<file path="src/rtl/mux_tree_pkg.sv">
// Package: mux_tree_pkg
// Shared constants, the per-stage control struct and the level-count helper
// for the pipelined radix-4 mux tree (mux_tree_pipe).
package mux_tree_pkg;

  localparam int unsigned MAX_N_IN  = 256;
  localparam int unsigned RADIX     = 4;
  localparam int unsigned MAX_SEL_W = $clog2(MAX_N_IN);

  // Control travelling with each beat. sel is sized for the largest tree; narrower
  // trees zero-extend and only read their own low bits.
  typedef struct packed {
    logic                 valid;
    logic [MAX_SEL_W-1:0] sel;
  } stage_ctrl_t;

  // Number of radix-4 levels needed for n channels (an odd select width ends in radix-2).
  function automatic int unsigned clog4(input int unsigned n);
    return (32'($clog2(n)) + 32'd1) / 32'd2;
  endfunction

endpackage

</file>
<file path="src/rtl/mux_tree_stage.sv">
// Module: mux_tree_stage
// One registered reduction level of the mux tree. Groups of RADIX_K adjacent input
// channels are reduced to one channel using sel[SEL_LSB +: log2(RADIX_K)]; the result,
// the stage valid and the full select are registered together.
//
// Ports:
//   clk_i, rst_ni   clock, asynchronous active-low reset
//   data_i          N_CH flattened channels from the previous level
//   ctrl_i          {valid, sel} of the beat offered by the previous level
//   ready_o         this stage can load (empty, or downstream is taking its beat)
//   data_o          N_CH/RADIX_K registered channels
//   ctrl_o          registered {valid, sel}
//   ready_i         downstream ready
module mux_tree_stage
  import mux_tree_pkg::*;
#(
  parameter int unsigned DATA_W  = 8,
  parameter int unsigned N_CH    = 16,
  parameter int unsigned RADIX_K = RADIX,
  parameter int unsigned SEL_LSB = 0
) (
  input  logic                              clk_i,
  input  logic                              rst_ni,
  input  logic [N_CH*DATA_W-1:0]            data_i,
  input  stage_ctrl_t                       ctrl_i,
  output logic                              ready_o,
  output logic [(N_CH/RADIX_K)*DATA_W-1:0]  data_o,
  output stage_ctrl_t                       ctrl_o,
  input  logic                              ready_i
);

  localparam int unsigned N_OUT = N_CH / RADIX_K;
  localparam int unsigned SW    = (RADIX_K == 4) ? 2 : 1;

  logic [SW-1:0]           grp_sel;
  logic [N_OUT*DATA_W-1:0] red;
  logic [N_OUT*DATA_W-1:0] data_d, data_q;
  stage_ctrl_t             ctrl_d, ctrl_q;

  assign grp_sel = ctrl_i.sel[SEL_LSB +: SW];

  always_comb begin
    red = '0;
    for (int unsigned j = 0; j < N_OUT; j++) begin
      red[j*DATA_W +: DATA_W] = data_i[(j*RADIX_K + 32'(grp_sel))*DATA_W +: DATA_W];
    end
  end

  assign ready_o = !ctrl_q.valid || ready_i;

  // Bubbles keep stale data/sel; only the valid bit is cleared when nothing arrives.
  always_comb begin
    ctrl_d = ctrl_q;
    data_d = data_q;
    if (ready_o) begin
      ctrl_d.valid = ctrl_i.valid;
      if (ctrl_i.valid) begin
        ctrl_d.sel = ctrl_i.sel;
        data_d     = red;
      end
    end
  end

  always_ff @(posedge clk_i or negedge rst_ni) begin
    if (!rst_ni) begin
      ctrl_q <= '0;
      data_q <= '0;
    end else begin
      ctrl_q <= ctrl_d;
      data_q <= data_d;
    end
  end

  assign data_o = data_q;
  assign ctrl_o = ctrl_q;

endmodule

</file>
<file path="src/rtl/mux_tree_pipe.sv">
// Module: mux_tree_pipe
// Pipelined N_IN:1 multiplexer built from radix-4 levels (last level radix-2 when the
// select width is odd), one register stage per level, with valid/ready back-pressure.
// The select rides with its data, so latency is LEVELS cycles at one beat per cycle.
//
// Ports:
//   clk, rst_n     clock, asynchronous active-low reset
//   in_data        N_IN flattened channels, channel i at [i*DATA_W +: DATA_W]
//   in_sel         channel index, sampled with in_data
//   in_valid       input beat valid
//   in_ready       combinational ready chain through all stages (no skid buffer)
//   out_data       selected channel (registered)
//   out_sel        select that produced out_data
//   out_valid      output beat valid
//   out_ready      consumer accepts the beat
//   out_parity     XOR of the selected channel; only with MUX_TREE_PIPE_PARITY_EN defined
module mux_tree_pipe
  import mux_tree_pkg::*;
#(
  parameter  int unsigned DATA_W = 8,
  parameter  int unsigned N_IN   = 16,
  localparam int unsigned SEL_W  = $clog2(N_IN),
  localparam int unsigned LEVELS = clog4(N_IN)
) (
  input  logic                   clk,
  input  logic                   rst_n,
  input  logic [N_IN*DATA_W-1:0] in_data,
  input  logic [SEL_W-1:0]       in_sel,
  input  logic                   in_valid,
  output logic                   in_ready,
  output logic [DATA_W-1:0]      out_data,
  output logic [SEL_W-1:0]       out_sel,
  output logic                   out_valid,
  input  logic                   out_ready
`ifdef MUX_TREE_PIPE_PARITY_EN
  ,
  output logic                   out_parity
`endif
);

`ifdef MUX_TREE_PIPE_PARITY_EN
  // Parity is attached to every channel up front and muxed like an extra data bit.
  localparam int unsigned CH_W = DATA_W + 1;
`else
  localparam int unsigned CH_W = DATA_W;
`endif

  logic [N_IN*CH_W-1:0] chan;
  stage_ctrl_t          ctrl_in;
  stage_ctrl_t          ctrl_out [LEVELS];
  logic                 ready    [LEVELS+1];
  logic                 unused_sel;

  always_comb begin
    chan = '0;
    for (int unsigned i = 0; i < N_IN; i++) begin
`ifdef MUX_TREE_PIPE_PARITY_EN
      chan[i*CH_W +: CH_W] = {^in_data[i*DATA_W +: DATA_W], in_data[i*DATA_W +: DATA_W]};
`else
      chan[i*CH_W +: CH_W] = in_data[i*DATA_W +: DATA_W];
`endif
    end
  end

  always_comb begin
    ctrl_in                = '0;
    ctrl_in.valid          = in_valid;
    ctrl_in.sel[SEL_W-1:0] = in_sel;
  end

  assign ready[LEVELS] = out_ready;
  assign in_ready      = ready[0];

  for (genvar k = 0; k < LEVELS; k++) begin : g_lvl
    localparam int unsigned NCH  = N_IN >> (2 * k);
    localparam int unsigned RDX  = (NCH >= RADIX) ? RADIX : 2;
    localparam int unsigned NOUT = NCH / RDX;

    logic [NCH*CH_W-1:0]  d_in;
    logic [NOUT*CH_W-1:0] d_out;
    stage_ctrl_t          c_in;

    if (k == 0) begin : g_head
      assign d_in = chan;
      assign c_in = ctrl_in;
    end else begin : g_body
      assign d_in = g_lvl[k-1].d_out;
      assign c_in = ctrl_out[k-1];
    end

    mux_tree_stage #(
      .DATA_W  (CH_W),
      .N_CH    (NCH),
      .RADIX_K (RDX),
      .SEL_LSB (2 * k)
    ) u_stage (
      .clk_i   (clk),
      .rst_ni  (rst_n),
      .data_i  (d_in),
      .ctrl_i  (c_in),
      .ready_o (ready[k]),
      .data_o  (d_out),
      .ctrl_o  (ctrl_out[k]),
      .ready_i (ready[k+1])
    );

    if (k == LEVELS - 1) begin : g_tail
      assign out_data = d_out[DATA_W-1:0];
`ifdef MUX_TREE_PIPE_PARITY_EN
      assign out_parity = d_out[DATA_W];
`endif
    end
  end

  assign out_valid  = ctrl_out[LEVELS-1].valid;
  assign out_sel    = ctrl_out[LEVELS-1].sel[SEL_W-1:0];
  assign unused_sel = ^ctrl_out[LEVELS-1].sel;

endmodule

</file>
<file path="config.mk">
export PLATFORM = sky130hd
export DESIGN_NAME = mux_tree_pipe
export DESIGN_NICKNAME = d
export VERILOG_FILES = /design/src/rtl/mux_tree_pkg.sv /design/src/rtl/mux_tree_stage.sv /design/src/rtl/mux_tree_pipe.sv
export SDC_FILE = /design/constraint.sdc
export NUM_CORES = 1
export LEC_CHECK = 0
export ABC_AREA = 0
export BUFFER_PORTS_ARGS = -buffer_cell sky130_fd_sc_hd__buf_2
export CAP_MARGIN = 20
export CORE_MARGIN = 1
export CORE_UTILIZATION = 49
export CTS_CLUSTER_SIZE = 12
export DETAILED_ROUTE_END_ITERATION = 6
export PLACE_DENSITY_LB_ADDON = 0.12
export SETUP_SLACK_MARGIN = 0.2
export SYNTH_ARGS = -nofsm -noshare
export SYNTH_HDL_FRONTEND = slang
export SYNTH_SLANG_ARGS = --single-unit
</file>
<file path="constraint.sdc">
create_clock -name clk -period 2.7 [get_ports clk]
set_clock_uncertainty 0.05 [all_clocks]
set_input_delay 0.27 -clock clk [delete_from_list [all_inputs] [get_ports clk]]
set_output_delay 0.27 -clock clk [all_outputs]
set_load 0.02 [all_outputs]
</file>
==> impl_metrics.json <==
{
  "drt-total-wl_mm": 6.109,
  "irDropWorstVdd_mv": 0.2981,
  "power.internal_mw": 1.523,
  "seqPwrFrac_pct": 48.3,
  "cts-root-buf": "clkbuf_8",
  "placed_cell_area_sq_um": 3590,
  "arrival_ns": 1.86,
  "vias": 2012,
  "required_ns": 2.84,
  "cts_buffers": 5,
  "yosys.area.top_type": "dfrtp_1",
  "tightest_slew_ns": 0.7220,
  "fmax_ghz": 0.5814,
  "die_y_um": 78.70,
  "hold_viol_final": 0,
  "hp-class": "input port to register",
  "dieArea_sq_um": 6194,
  "core-area_sq_um": 5574,
  "r2r-end": "g_lvl[1].u_stage.data_o[4]",
  "critical_path_class": "register to register",
  "area_delta_synth_final_pct": 28.69,
  "postRouteAntennaNets": 0,
  "initial_core_util_pct": 51.72,
  "synth_top_area_share_pct": 43.40,
  "worst-r2r-cell-count": 2,
  "switchingPower_uw": 612.0,
  "multi_input_area_sq_um": 1475,
  "maxCapViolations": 0,
  "grt_max_degree": 51,
  "dp.cells": 367,
  "timing.final.crit_share_pct": 63.70,
  "synth-seq-area-share_pct": 43.40,
  "swShare_pct": 28.67,
  "hold_end": "g_lvl[0].u_stage.ctrl_o[2]",
  "yosysWarningCount": 0,
  "die_x_um": 78.70,
  "yosysUniqueCellTypes": 12,
  "post_cts_resized": 0,
  "cp-start-kind": "register",
  "stdcell_count": 375,
  "ys_ff_latch": 50,
  "first_pass_iters": 4,
  "antenna_found_initial": 0,
  "io_pins": 150,
  "cts.path.max_buffers": 2,
  "synth_cells": 162,
  "timing.rr.start": "g_lvl[0].u_stage.ctrl_o[2]",
  "hold_buffers": 0,
  "setup_viol": 0,
  "gp_congestion": 0.7205,
  "synth_area_sq_um": 2883,
  "cts.sinks": 50,
  "htree_levels": 2,
  "max_slew_margin_pct": 51.87,
  "clkSlewWorstSetupHoldPaths_ns": 0.08,
  "wl_per_cell_um": 16.29,
  "slew_viol_final": 0,
  "synth_nets": 298,
  "status": "completed",
  "clk_latency_ns": 0.30,
  "reg2reg_slack_ns": 0.98,
  "grt_pass1_wl_mm": 9.549,
  "fin_area_sq_um": 3710,
  "crit_path_end_kind": "register",
  "final_cell_mix": "buf_2 (149), dfrtp_1 (50), mux2_2 (41)",
  "min_from": "in_sel[2]",
  "final_core_util_pct": 66.55,
  "power_frac_comb_pct": 31.6,
  "rsz0062_at_grt": "no",
  "drt_iter0_drc": 54,
  "postSynthAreaPerCell_sq_um": 17.79,
  "grt_pass1_vias": 2052,
  "grt_usage_pct": 20.94,
  "clock_power_share_pct": 20.1,
  "register_area_sq_um": 1251,
  "num_rows": 27,
  "port_buffers": 149,
  "yosys-top-cells-area": "dfrtp_1 (43%), mux4_2 (31%), mux2_2 (16%)",
  "layout_commonest_cell": "buf_2",
  "cts_setup_buffers": 0,
  "p_per_area_nw_per_um2": 575.4,
  "via_per_inst": 5.365,
  "hold_depth": 2,
  "min_period_ns": 1.720,
  "overflow": 0,
  "dp_hpwl_mm": 4.837,
  "fillCellCount": 422,
  "cts_tree": "yes",
  "drive_above_1_share_pct": 78.88,
  "tns_ns": 0,
  "p_leak_nw": 1.706,
  "cp_max_fo": 10,
  "n_antenna_cell": 0,
  "nets": 440,
  "drc_errors": 0
}
-- area by class of cell --
class                   count  share of cell area [%]
flip-flops and latches     50                   33.73
well taps                  72                   2.428
clock buffers               6                   2.226
repair buffers            153                   21.85
multi-input cells          94                   39.76
-- logic make-up after synthesis --
logic type / share of synthesized area (%)
AND/OR/NAND/NOR: 1.172
flip-flops: 43.40
multiplexers: 50.00
buffers and inverters: 5.425
-- worst max-delay path by stage --
stage	startpoint	endpoint	slack (ns)
floorplan	g_lvl[1].u_stage.ctrl_o[8]	g_lvl[0].u_stage.data_o[26]	0.95
global placement	in_sel[0]	g_lvl[0].u_stage.data_o[3]	0.78
detailed placement	in_sel[0]	g_lvl[0].u_stage.data_o[3]	0.74
CTS	g_lvl[0].u_stage.ctrl_o[2]	g_lvl[1].u_stage.data_o[3]	0.92
global route	g_lvl[0].u_stage.ctrl_o[2]	g_lvl[1].u_stage.data_o[4]	0.85
finish	g_lvl[0].u_stage.ctrl_o[2]	g_lvl[1].u_stage.data_o[4]	0.98
-- power by group through the flow --
stage	Clock, mW	Combinational [mW]	Sequential, mW
after CTS	0.442	0.682	1.04
after floorplan	0	0.433	1.07
after global placement	0	0.668	1.05
final	0.429	0.675	1.03
after global routing	0.462	0.733	1.06
after detailed placement	0	0.682	1.05
-- metal layers --
layer  track usage [%]  up-vias  share of wire, %
met5                 0        -                 0
met1             25.68     1002                38
met2             36.70       75                55
met4             8.889        0               1.6
li1                  -      928                 -
met3             3.448        7               4.9
-- state kept, by name, summed over array words and instances, names as in the netlist --
signal,cells
g_lvl.u_stage.ctrl_o,10
g_lvl.u_stage.data_o,40
-- cells in the mapped netlist --
cell,count
nand3b_1,1
dfrtp_1,50
buf_12,3
mux4_2,40
clkbuf_1,2
buf_6,1
nand2b_1,3
mux2_2,41
buf_4,7
buf_2,5
mux2_1,7
nand2_1,2
-- metrics by stage --
stage | hold slack [ns] | setup WS (ns) | power [mW]
finish | 0.1332 | 0.9801 | 2.135
global route | 0.1336 | 0.8484 | 2.253
CTS | 0.1302 | 0.9163 | 2.160
detailed placement | 0.4237 | 0.7431 | 1.733
global placement | 0.4162 | 0.7782 | 1.713
floorplan | -0.07559 | 0.9525 | 1.504
-- critical path, stage by stage, from the launching register on --
cell and delay (ns):
dfrtp_1 0.72, mux4_2 0.58, mux2_2 0.27
No activity file was read; power rests on OpenSTA's default activity.
